$ cat config.mk
export PLATFORM = sky130hd
export DESIGN_NAME = multicycle_controller
export DESIGN_NICKNAME = d
export VERILOG_FILES = /design/src/rtl/multicycle_controller.sv
export SDC_FILE = /design/constraint.sdc
export NUM_CORES = 1
export LEC_CHECK = 0
export ABC_AREA = 1
export BUFFER_PORTS_ARGS = -buffer_cell sky130_fd_sc_hd__buf_2
export CAP_MARGIN = 20
export CORE_MARGIN = 2
export CORE_UTILIZATION = 45
export DETAILED_ROUTE_END_ITERATION = 8
export GPL_ROUTABILITY_DRIVEN = 0
export HOLD_SLACK_MARGIN = 0.12
export PLACE_DENSITY_LB_ADDON = 0.05
export SYNTH_ARGS = -nofsm -noshare
export SYNTH_HDL_FRONTEND = slang
export SYNTH_SLANG_ARGS = --single-unit
export TNS_END_PERCENT = 5
$ cat constraint.sdc
create_clock -name clk -period 1.3 [get_ports clk]
set_input_delay 0.065 -clock clk [delete_from_list [all_inputs] [get_ports clk]]
set_output_delay 0.065 -clock clk [all_outputs]
set_load 0.005 [all_outputs]
$ cat src/rtl/multicycle_controller.sv
// multicycle_controller: main sequencing FSM for the multicycle RV32I core.
// Steps each instruction through fetch/decode/execute/memory/writeback, drives
// the datapath selects and write enables, and supervises the memory handshake
// with a bounded wait. Optional performance counters are built only when the
// CTRL_PERF_CNT_EN macro is defined.
module multicycle_controller #(
  parameter int MEM_TMO = 255
`ifdef CTRL_PERF_CNT_EN
  , parameter int PERF_W = 32
`endif
) (
  input  logic              clk,
  input  logic              rst_n,
  input  logic [6:0]        op,
  input  logic [2:0]        funct3,
  input  logic              zero,
  input  logic              mem_ready,
  output logic              pc_write,
  output logic              adr_src,
  output logic              mem_write,
  output logic              ir_write,
  output logic [1:0]        result_src,
  output logic [1:0]        alu_src_a,
  output logic [1:0]        alu_src_b,
  output logic [1:0]        alu_op,
  output logic              reg_write,
  output logic              illegal_instr,
  output logic              mem_timeout
`ifdef CTRL_PERF_CNT_EN
  , output logic [PERF_W-1:0] perf_cycles,
  output logic [PERF_W-1:0] perf_instret
`endif
);

  localparam logic [6:0] OP_LOAD   = 7'b0000011;
  localparam logic [6:0] OP_STORE  = 7'b0100011;
  localparam logic [6:0] OP_RTYPE  = 7'b0110011;
  localparam logic [6:0] OP_ITYPE  = 7'b0010011;
  localparam logic [6:0] OP_BRANCH = 7'b1100011;
  localparam logic [6:0] OP_JAL    = 7'b1101111;

  // The wait counter fires on the cycle that would make it reach MEM_TMO.
  localparam logic [7:0] TMO_LAST = 8'(MEM_TMO - 1);

  typedef enum logic [3:0] {
    S_FETCH, S_DECODE, S_MEMADR, S_MEMREAD, S_MEMWB, S_MEMWRITE,
    S_EXECR, S_EXECI, S_ALUWB, S_BRANCH, S_JAL
  } state_t;

  state_t     state, state_nxt;
  logic [7:0] wait_cnt;
  logic       in_wait;
  logic       tmo_hit;

  // Only beq/bne are decoded, so just funct3[0] matters.
  logic unused_funct3;
  assign unused_funct3 = ^funct3[2:1];

  assign in_wait = (state == S_FETCH) || (state == S_MEMREAD) || (state == S_MEMWRITE);
  assign tmo_hit = in_wait && !mem_ready && (wait_cnt == TMO_LAST);

  // State register, memory wait counter and sticky timeout flag.
  // NOTE: sequential state uses non-blocking (<=) so every flop samples pre-edge values.
  always_ff @(posedge clk or negedge rst_n) begin
    if (!rst_n) begin
      state       <= S_FETCH;
      wait_cnt    <= '0;
      mem_timeout <= 1'b0;
    end else begin
      state <= state_nxt;
      if (tmo_hit) mem_timeout <= 1'b1;
      // Wait states are only left on mem_ready or a timeout, both of which clear.
      if (in_wait && !mem_ready && !tmo_hit) wait_cnt <= wait_cnt + 8'd1;
      else                                   wait_cnt <= '0;
    end
  end

  // Next-state logic and Moore output decode (FETCH/BRANCH also look at inputs).
  always_comb begin
    // NOTE: every output gets a default first so no path infers a latch.
    state_nxt     = state;
    pc_write      = 1'b0;
    adr_src       = 1'b0;
    mem_write     = 1'b0;
    ir_write      = 1'b0;
    result_src    = 2'b00;
    alu_src_a     = 2'b00;
    alu_src_b     = 2'b00;
    alu_op        = 2'b00;
    reg_write     = 1'b0;
    illegal_instr = 1'b0;
    case (state)
      S_FETCH: begin
        alu_src_b  = 2'b10;
        result_src = 2'b10;
        ir_write   = mem_ready;
        pc_write   = mem_ready;
        if (mem_ready) state_nxt = S_DECODE;
      end
      S_DECODE: begin
        alu_src_a = 2'b01;
        alu_src_b = 2'b01;
        case (op)
          OP_LOAD, OP_STORE: state_nxt = S_MEMADR;
          OP_RTYPE:          state_nxt = S_EXECR;
          OP_ITYPE:          state_nxt = S_EXECI;
          OP_BRANCH:         state_nxt = S_BRANCH;
          OP_JAL:            state_nxt = S_JAL;
          default: begin
            illegal_instr = 1'b1;
            state_nxt     = S_FETCH;
          end
        endcase
      end
      S_MEMADR: begin
        alu_src_a = 2'b10;
        alu_src_b = 2'b01;
        state_nxt = op[5] ? S_MEMWRITE : S_MEMREAD;
      end
      S_MEMREAD: begin
        adr_src = 1'b1;
        if (mem_ready) state_nxt = S_MEMWB;
      end
      S_MEMWB: begin
        result_src = 2'b01;
        reg_write  = 1'b1;
        state_nxt  = S_FETCH;
      end
      S_MEMWRITE: begin
        adr_src   = 1'b1;
        mem_write = 1'b1;
        if (mem_ready) state_nxt = S_FETCH;
      end
      S_EXECR: begin
        alu_src_a = 2'b10;
        alu_op    = 2'b10;
        state_nxt = S_ALUWB;
      end
      S_EXECI: begin
        alu_src_a = 2'b10;
        alu_src_b = 2'b01;
        alu_op    = 2'b10;
        state_nxt = S_ALUWB;
      end
      S_ALUWB: begin
        reg_write = 1'b1;
        state_nxt = S_FETCH;
      end
      S_BRANCH: begin
        alu_src_a = 2'b10;
        alu_op    = 2'b01;
        pc_write  = zero ^ funct3[0];
        state_nxt = S_FETCH;
      end
      S_JAL: begin
        alu_src_a = 2'b01;
        alu_src_b = 2'b10;
        pc_write  = 1'b1;
        state_nxt = S_ALUWB;
      end
      default: state_nxt = S_FETCH;
    endcase
    // An abandoned access always restarts at FETCH.
    if (tmo_hit) state_nxt = S_FETCH;
  end

`ifdef CTRL_PERF_CNT_EN
  // Free-running cycle counter and retired-instruction counter (FETCH->DECODE).
  always_ff @(posedge clk or negedge rst_n) begin
    if (!rst_n) begin
      perf_cycles  <= '0;
      perf_instret <= '0;
    end else begin
      perf_cycles <= perf_cycles + PERF_W'(1);
      if (state == S_FETCH && mem_ready) perf_instret <= perf_instret + PERF_W'(1);
    end
  end
`endif

endmodule
# [Word level (Yosys, flattened, before mapping)]
# Cells that the tools add are included.
[totals] regBits=13 input_bits=14 out_inout_bits=15 word_cells=63
[op_classes] add_sub_neg=1 eq_ne=20 muxes=19 n_bitwise=1 reduce_logical=19
[ops] op="$pmux W4 S6" n=1
[ops] op="$pmux W4 S5" n=1
[ops] op="$eq A4 B3 Y1 const B" n=4
[ops] op="$mux W4" n=4
[ops] op="$pmux W2 S2" n=4
[ops] op="$eq A7 B6 Y1 const B" n=2
[ops] op="$eq A7 B7 Y1 const B" n=2
[ops] op="$eq A4 B4 Y1 const B" n=3
[ops] op="$reduce_or A2 Y1" n=6
[ops] op="$ne A3 B3 Y1 const B" n=3
[ops] op="$add A8 B1 Y8 const B" n=1
[ops] op="$eq A4 B2 Y1 const B" n=2
[ops] op="$eq A8 B8 Y1 const B" n=1
[ops] op="$mux W8" n=1
[ops] op="$eq A7 B2 Y1 const B" n=1
[ops] op="$eq A7 B5 Y1 const B" n=1
[ops] op="$mux W1" n=6
[ops] op="$reduce_or A3 Y1" n=2
[ops] op="$reduce_or A6 Y1" n=1
[ops] op="$eq A4 B1 Y1 const B" n=1
[ops] op="$logic_not A4 Y1" n=1
[ops] op="$reduce_or A4 Y1" n=1
[ops] op="$logic_and A1 B1 Y1" n=3
[ops] op="$mux W3" n=1
[ops] op="5 further kinds" n=7

# [Logic depth before layout (Yosys ltp)]
# Gate-level depths: netlist (run 1).
[depth] word_depth=8 depth_mapped=9 mapped_depth_nobuf=9

# [Worst setup path before layout (run 1)]
# Ideal clock, no wire load.
[synth_path] path_kind="register -> register" start="register state[3]" end="register wait_cnt[0]" setup_time_ns=0.069 arrival_time_ns=1.216 slack_ns=0.016 path_stages_with_launch=8 n_path_buf=1 synth_period_minus_slack_ns=1.284 path_cell_list="dfrtp_1 -> nor2_4 -> nand2_2 -> nand3_2 -> nand2_2 -> or2_1 -> buf_6 -> nor2_2"
[synth_between] elab_chain_len=8
[synth_lines] item="from (decl)" line="50" text="state_t state, state_nxt;"
[synth_lines] item="from (signal assigned)" line="70" text="state <= state_nxt;"
[synth_lines] item="$eq A4 B2 Y1 / $logic_not A4 Y1 (equally long branches)" line="59" text="assign in_wait = (state == S_FETCH) || (state == S_MEMREAD) || (state == S_MEMWRITE);"
[synth_lines] item="$logic_or A1 B1 Y1" line="59"
[synth_lines] item="$logic_or A1 B1 Y1 *" line="59"
[synth_lines] item="$logic_and A1 B1 Y1 *" line="60, 73"
[synth_lines] item="$logic_and A1 B1 Y1" line="60" text="assign tmo_hit = in_wait && !mem_ready && (wait_cnt == TMO_LAST);"
[synth_lines] item="$logic_not A1 Y1" line="73" text="if (in_wait && !mem_ready && !tmo_hit) wait_cnt <= wait_cnt + 8'd1;"
[synth_lines] item="$logic_and A1 B1 Y1 *" line="73"
[synth_lines] item="$mux W8 *" line="73"
[synth_lines] item="to (signal assigned)" line="73"
[synth_lines] item="to (decl)" line="51" text="logic [7:0] wait_cnt;"
# Mark *: on every way between the ends. The rest lies on a longest branch, timed or not.
# A chain may end at the register's enable or synchronous reset.

# [Final worst setup path (run 1)]
[layout_path] start="register state[1]" end="output port pc_write"
[layout_between] elab_chain_len=2
[layout_lines] item="$eq A4 B4 Y1 / $logic_not A4 Y1 (equally long branches)" line="92" text="case (state)"
[layout_lines] item="$pmux W1 S3 *" line="92"
[layout_lines] item="to (decl)" line="18" text="output logic pc_write,"
# Marks and branches as above.

==> impl_metrics.toml, run 1 <==
[route]
postRouteWirelength_um = 2510
dr.pass1.iters = 4
detail_route.iter0.violations = 16
final_antenna_net_count = 0
avgViaCountPerCell = 4.70
drc = 0
vias = 1024
avgRoutedWirePerCell_um = 11.5

[synth]
syn_inst = 130
yosys.area.top_type_share_pct = 35.4
synth_area_leaders = "dfrtp_1, nand2_1, inv_1"
synth_flop_cell = "dfrtp_1"
yosysSeqAreaShare_pct = 35.4
synth.net_count = 146
yosysTopAreaCell = "dfrtp_1"
ys_top_cells_by_count = "nand2_1, inv_1, nor2_1"
ys_async_sr_fraction_pct = 100
syn_area_per_cell_um2 = 7.06
synth-edff-count = 0
syn-cell-area_um2 = 918
synth_warnings = 0
ys_ff_latch = 13
synth.most_common_cell = "nand2_1"
synth_cell_types = 23

[placed_design]
dpl_worst_slack_ns = -0.130
port_buffers = 26
dp_hpwl_um = 1710
dp_cells = 203
place_area_mm2 = 0.00123

[timing]
timing.fmax_ghz = 0.662
post-route-period-util_pct = 116
setup_slack_ns = -0.211
maxSlewViolCount = 0
worst_pin_slew_ns = 0.291
slew_headroom_pct = 80.4
fin_worst_skew_ns = 0.00714
tns_ns = -3.80
rsz0062_at_grt = "yes"
fin_crit_ns = 1.51
hold_viol = 0
setup_violations = 26

[finish]
fillers = 141
drive_gt1_share_pct = 53.4
final_nets = 208
finalInstanceArea_mm2 = 0.00149
syn_to_final_growth_pct = 62.4
antenna_cells = 0
final_cells = 218
final_core_util_pct = 76.8

[critical_path]
cp_data_arrival_time_ns = 1.45
cpLargestDelayFamily = "flip-flops"
r2r_slack_ns = -0.20
slowest_stage = "dfrtp_1"
r2r_start = "state[1]"
crit_buf_inv = 3
cp-end-kind = "output pin"
crit_fanout = 3
path_cells = "buf_6 -> nor2_4 -> nand2_2 -> buf_6 -> nor2_4 -> a21oi_1 -> nand2_1 -> buf_2"
worstRegToRegCells = 8
max_stage_delay_ns = 0.42
required_ns = 1.24
worst_setup_path_start_kind = "flop"
criticalPathCategory = "flop to output pin"
rr_endpoint = "wait_cnt[6]"

[power]
comb_power_share_pct = 57.7
ir_drop_v = 0.000728
seqPwrFrac_pct = 28.3
p_per_area_mw_per_mm2 = 1200
p_sw_mw = 0.711
swShare_pct = 39.6
p_clk_share_pct = 14.0
internal_power_mw = 1.08
p_leak_nw = 0.813

[clock_network]
clk_latency_ns = 0.28
h-tree-depth = 1
cts_buffers = 3
cts_root_buf = "clkbuf_4"
clock_sinks = 13
path_clk_slew_ns = 0.08
cts_buffer_depth = 2
cts_tree = "built"

[floorplanning]
dieWidth_um = 49.2
io_pins = 29
die_h_um = 49.2
die_area_mm2 = 0.00242
rows = 16
start_util_pct = 47.3
design.core.area_mm2 = 0.00194

[grt]
track_usage_pct = 23.3
grt_pass1_vias = 1055
grt_pass1_wl_um = 4370
antenna_found_initial = 0
grt_overflow = 0
grt_max_degree = 14

[status]
status = "finished, violations left"
violations = "negative setup slack"

[worst_hold_path]
hold_class = "input port to flop"
hold_depth = 4
hold_start = "op[5]"
whs_endpoint = "state[1]"

[run]
cap_violations = 0
## flip-flops by register name, indices dropped and copies added (netlist names)
name / flops
wait_cnt: 8
state: 4
mem_timeout: 1
## worst min-delay path, delay by kind of cell
family	cells	cell delay (ns)
AND/OR/NAND/NOR	2	0.16
AO/OA/AOI/OAI	1	0.06
buffers and inverters	1	0.11
## cell type report
cell class / count / area [µm²] / area share, %
multi-input combinational: 93 / 592 / 39.7
timing repair buffer: 58 / 418 / 28.0
clock buffer: 3 / 22.5 / 1.51
clock inverter: 1 / 5.00 / 0.336
tap: 27 / 33.8 / 2.27
inverter: 23 / 91.3 / 6.12
sequential: 13 / 329 / 22.1
## timing repair
action,4_1_cts,5_1_grt
hold endpoints to repair,16,0
setup endpoints to repair,25,27
hold buffers,2,0
gates resized for setup,40,5
buffers inserted,8,1
pin swaps,11,5
## power groups by stage
stage | clock network [mW] | registers (mW) | logic [mW]
floorplan | 0 | 0.491 | 0.415
global placement | 0 | 0.487 | 0.776
detailed placement | 0 | 0.490 | 0.785
CTS | 0.260 | 0.500 | 0.979
global route | 0.282 | 0.510 | 1.14
finish | 0.251 | 0.508 | 1.04
## placed cells by master, fill, tap and decap left out, types with 2 or more instances in the layout
master,synthesis,routed
buf_4,0,21
inv_1,22,15
a21oi_1,5,3
a21oi_2,0,2
buf_2,0,26
ha_1,2,2
nand3_2,1,2
xnor2_1,3,3
buf_6,1,8
clkbuf_4,0,3
nor2_1,15,8
nand4_1,2,2
dfrtp_2,0,3
inv_4,0,2
dlygate4sd3_1,0,2
nand3_1,7,6
inv_2,1,6
nand2_1,31,27
nor2_2,8,9
o21ai_0,3,3
xor2_1,4,4
dfrtp_1,13,10
nor3_1,2,2
nor2_4,2,8
nand2_2,3,5
## cell families after synthesis
group	after synthesis	synth area share, %
compound gates	10	6.13
xor+xnor	7	6.68
simple gates	74	38.4
fa+ha+maj	2	2.72
buf+inv	24	10.6
flops	13	35.4
## metal layers
| metal | routed length (µm) | global-route usage, % | vias up |
|---|---|---|---|
| li1 | - | - | 524 |
| met1 | 1130 | 29.1 | 478 |
| met2 | 1240 | 38.7 | 18 |
| met3 | 107 | 7.98 | 4 |
| met4 | 29 | 5.24 | 0 |
| met5 | 0 | 0 | - |
## metrics by stage
stage / total power, mW / hold slack (ns)
floorplan: 0.906 / -0.231
global placement: 1.26 / -0.0323
detailed placement: 1.27 / -0.0334
CTS: 1.74 / 0.148
global route: 1.93 / 0.147
finish: 1.79 / 0.145
## how the worst max path moves through the flow
stage,start,endpoint,slack (ns),cells past startpoint
CTS,state[1],pc_write,-0.16,8
floorplan,state[3],wait_cnt[0],0.02,7
finish,state[1],pc_write,-0.21,8
global route,state[1],pc_write,-0.31,8
detailed placement,state[3],wait_cnt[6],-0.13,6
global placement,wait_cnt[0],wait_cnt[2],-0.08,6
(Power assumes the default switching activity.)
==> run 2, diff against run 1 <==
- GPL_ROUTABILITY_DRIVEN: 0 -> default
- REMOVE_ABC_BUFFERS: default -> 1
==> impl_metrics.toml, run 2 (synthesized netlist as in run 1, its figures left out) <==
[grt]
grt_util_met3_pct = 4.60
track_usage_pct = 20.2
grt_max_degree = 14
antenna_found_initial = 0
globalRouteMet2Util_pct = 33.6
busiest_layer = "met2"
grt_overflow = 0
use_met1_pct = 27.3
grt_pass1_vias = 936
grt_pass1_wl_um = 3830

[critical_path]
cp-end-kind = "output pin"
crit_buf_inv = 3
slowest_stage = "dfrtp_1"
worst_setup_path_start_kind = "flop"
cp_data_arrival_time_ns = 1.47
path_cells = "buf_4 -> nor2_2 -> nand2_2 -> buf_6 -> nor2_4 -> a21oi_1 -> nand2_1 -> buf_2"
max_stage_delay_ns = 0.43
required_ns = 1.24
cpLargestDelayFamily = "flip-flops"
crit_fanout = 4
criticalPathCategory = "flop to output pin"

[route]
dr.pass1.iters = 4
postRouteWirelength_um = 2230
vias = 979
drc = 0
avgViaCountPerCell = 4.57
detail_route.iter0.violations = 11
avgRoutedWirePerCell_um = 10.4
final_antenna_net_count = 0

[power]
internal_power_mw = 1.07
power_mw = 1.74
comb_power_share_pct = 57.8
p_leak_nw = 0.778
p_per_area_mw_per_mm2 = 1250
p_sw_mw = 0.674
swShare_pct = 38.7
p_clk_share_pct = 13.7
ir_drop_v = 0.000737
seqPwrFrac_pct = 28.5

[clock_network]
clk_latency_ns = 0.27
cts_buffers = 3
path_clk_slew_ns = 0.07
cts_tree = "built"
cts_buffer_depth = 2
cts_root_buf = "clkbuf_4"
clock_sinks = 13
h-tree-depth = 1

[timing]
rsz0062_at_grt = "yes"
worst_pin_slew_ns = 0.304
setup_slack_ns = -0.235
post-route-period-util_pct = 118
fin_crit_ns = 1.53
slew_headroom_pct = 79.5
hold_ws_ns = 0.141
hold_viol = 0
maxSlewViolCount = 0
tns_ns = -2.27
fin_worst_skew_ns = 0.00361
timing.fmax_ghz = 0.652
setup_violations = 23

[floorplanning]
start_util_pct = 47.3
die_area_mm2 = 0.00242
io_pins = 29
die_h_um = 49.2
design.core.area_mm2 = 0.00194
dieWidth_um = 49.2
rows = 16

[placed_design]
dpl_worst_slack_ns = -0.107
port_buffers = 26
gp_congestion = 0.832
dp_hpwl_um = 1730

[worst_hold_path]
hold_class = "input port to flop"

[finish]
syn_to_final_growth_pct = 52.2
antenna_cells = 0
final_nets = 204
final_cell_mix = "nand2_1, buf_2, buf_4"
drive_gt1_share_pct = 50.3
fillers = 162
regMostFlops = "wait_cnt"
largest_reg_flops = 8
top_regs = "wait_cnt x8, state x4, mem_timeout x1"

[status]
status = "finished, violations left"
violations = "negative setup slack"

[run]
cap_violations = 0
-- run 2: final cells by class --
class / instances / area, µm² / area share (%)
timing repair buffer: 54 / 353 / 25.2
multi-input combinational: 93 / 569 / 40.7
inverter: 23 / 88.8 / 6.36
clock buffer: 4 / 26.3 / 1.88
sequential: 13 / 327 / 23.4
tap: 27 / 33.8 / 2.42
-- run 2: worst paths after layout --
kind | slack [ns] | depth (start not counted) | start | endpoint
max in group asynchronous | 0.85 | 2 | rst_n | state[0]
min in group asynchronous | 0.21 | 2 | rst_n | state[0]
min | 0.14 | 4 | op[5] | state[1]
max reg2reg | -0.10 | 10 | state[1] | state[2]
max | -0.23 | 8 | state[1] | pc_write
min reg2reg | 0.46 | 1 | mem_timeout | mem_timeout
-- run 2: timing repair --
action	CTS	global route
hold buffers	2	0
resized for setup	22	9
pin swaps	5	4
setup endpoints to repair	25	26
buffers inserted	1	3
hold endpoints to repair	16	0
-- run 2: worst reg2reg max path, stage by stage, from the launching register on --
cell     delay [ns]
dfrtp_1        0.43
buf_4          0.16
nor2_2         0.11
nand2_2        0.08
nand3_2        0.08
nand2_2        0.05
buf_4          0.13
nand2_1        0.06
inv_1          0.06
nand2_1        0.06
nand2_1        0.07
-- run 2: metrics by stage --
step | cells | util (%) | cell area (µm²)
floorplan | 129 | - | 907
global placement | 204 | 63.7 | 1240
detailed placement | 204 | 63.7 | 1240
CTS | 211 | 69.2 | 1340
global route | 214 | 72.0 | 1400
finish | 214 | 72.0 | 1400
-- run 2: power groups by stage --
stage / combinational [mW] / clock [mW] / sequential, mW
floorplan: 0.393 / 0 / 0.491
global placement: 0.782 / 0 / 0.486
detailed placement: 0.796 / 0 / 0.489
CTS: 0.926 / 0.247 / 0.483
global route: 1.12 / 0.270 / 0.503
finish: 1.01 / 0.239 / 0.497
-- run 2: metal layers --
metal  part of all wire (%)  wire length (µm)
met2                     49              1100
met3                    3.8                86
met4                   0.36                 8
met1                     47              1040
met5                      0                 0
==> run 3, diff against run 2 <==
- SKIP_CTS_REPAIR_TIMING: default -> 1
==> impl_metrics.toml, run 3 (synthesized netlist as in run 1, its figures left out) <==
[status]
status = "finished, violations left"
violations = "negative setup slack"

[grt]
use_met1_pct = 25.3
grt_max_degree = 14
grt_pass1_wl_um = 3580
antenna_found_initial = 0
track_usage_pct = 18.8
busiest_layer = "met2"
globalRouteMet2Util_pct = 31.1
grt_util_met3_pct = 4.60
grt_pass1_vias = 906
grt_overflow = 0

[timing]
setup_violations = 24
tns_ns = -2.32
rsz0062_at_grt = "yes"
hold_viol = 0
fin_worst_skew_ns = 0.00161
post-route-period-util_pct = 115
hold_ws_ns = 0.149
maxSlewViolCount = 0
setup_slack_ns = -0.197
fin_crit_ns = 1.50
slew_headroom_pct = 79.9
worst_pin_slew_ns = 0.298
timing.fmax_ghz = 0.668

[floorplanning]
rows = 16
start_util_pct = 47.3
dieWidth_um = 49.2
io_pins = 29
design.core.area_mm2 = 0.00194
die_area_mm2 = 0.00242
die_h_um = 49.2

[clock_network]
cts_tree = "built"
cts_buffer_depth = 2
cts_buffers = 3
clk_latency_ns = 0.27
cts_root_buf = "clkbuf_4"
clock_sinks = 13
path_clk_slew_ns = 0.07
h-tree-depth = 1

[finish]
final_nets = 202
antenna_cells = 0
largest_reg_flops = 8
top_regs = "wait_cnt x8, state x4, mem_timeout x1"
regMostFlops = "wait_cnt"
final_core_util_pct = 70.8
drive_gt1_share_pct = 48.1
final_cells = 212
final_cell_mix = "nand2_1, buf_2, buf_4"
syn_to_final_growth_pct = 49.7
final_common_cell = "nand2_1"
finalInstanceArea_mm2 = 0.00138

[critical_path]
cp_data_arrival_time_ns = 1.43
required_ns = 1.24
r2r_start = "state[2]"
cp-end-kind = "output pin"
rr_endpoint = "state[2]"
worst_setup_path_start_kind = "flop"
criticalPathCategory = "flop to output pin"
r2r_slack_ns = -0.12
max_stage_delay_ns = 0.43
cpLargestDelayFamily = "simple AND/OR/NAND/NOR gates"
worstRegToRegCells = 10
path_cells = "nor2_4 -> inv_2 -> nor2_4 -> inv_2 -> nor3b_2 -> buf_2"
crit_fanout = 4
slowest_stage = "dfrtp_1"
crit_buf_inv = 3

[worst_hold_path]
hold_class = "input port to flop"
whs_endpoint = "state[1]"
hold_start = "op[5]"
hold_depth = 4

[power]
p_leak_nw = 0.764
p_per_area_mw_per_mm2 = 1230
power_mw = 1.70
ir_drop_v = 0.000722

[route]
drc = 0
avgRoutedWirePerCell_um = 10.3
avgViaCountPerCell = 4.56
final_antenna_net_count = 0
dr.pass1.iters = 4
vias = 967
detail_route.iter0.violations = 18
postRouteWirelength_um = 2190

[placed_design]
gp_congestion = 0.832
dpl_worst_slack_ns = -0.107
place_area_mm2 = 0.00124
port_buffers = 26
dp_cells = 204
dp_hpwl_um = 1730

[run]
cap_violations = 0
## run 3: changes by cell type in the layout (fill, tap and decap cells not counted), sizes merged
cell / before / now
buf: 52 / 50
## run 3: where the power goes
part	switching, mW	internal, mW	total [mW]
clock network	0.121	0.119	0.240
logic	0.487	0.470	0.957
registers	0.0501	0.449	0.499
total	0.658	1.04	1.70
## run 3: worst max-delay path by stage
stage	from	to	slack (ns)	cells past startpoint
6_report	state[2]	illegal_instr	-0.20	6
5_1_grt	state[2]	illegal_instr	-0.31	6
4_1_cts	state[1]	illegal_instr	-0.42	7
3_5_place_dp	state[3]	wait_cnt[1]	-0.11	6
3_3_place_gp	state[3]	wait_cnt[6]	-0.08	6
2_1_floorplan	state[3]	wait_cnt[0]	-0.03	6
## run 3: worst reg2reg max path, stage by stage, from the launching register on
cell     delay, ns
dfrtp_1       0.43
nor2_4        0.18
buf_4         0.13
nand2_2       0.06
nand3_2       0.08
nand2_2       0.05
buf_4         0.12
nand2_1       0.06
inv_1         0.05
nand2_1       0.06
nand2_1       0.07
## run 3: layer usage
metal,part of all wire [%],up-vias
met3,5.1,2
li1,-,509
met2,48,22
met5,0,-
met4,0.41,0
met1,46,434
## run 3: final cells by class
cell class / instances / area [µm²]
fillers: 174 / 567
inverters: 23 / 88.8
clock buffers: 4 / 26.3
repair buffers: 52 / 338
flip-flops and latches: 13 / 327
multi-input cells: 93 / 562
well taps: 27 / 33.8
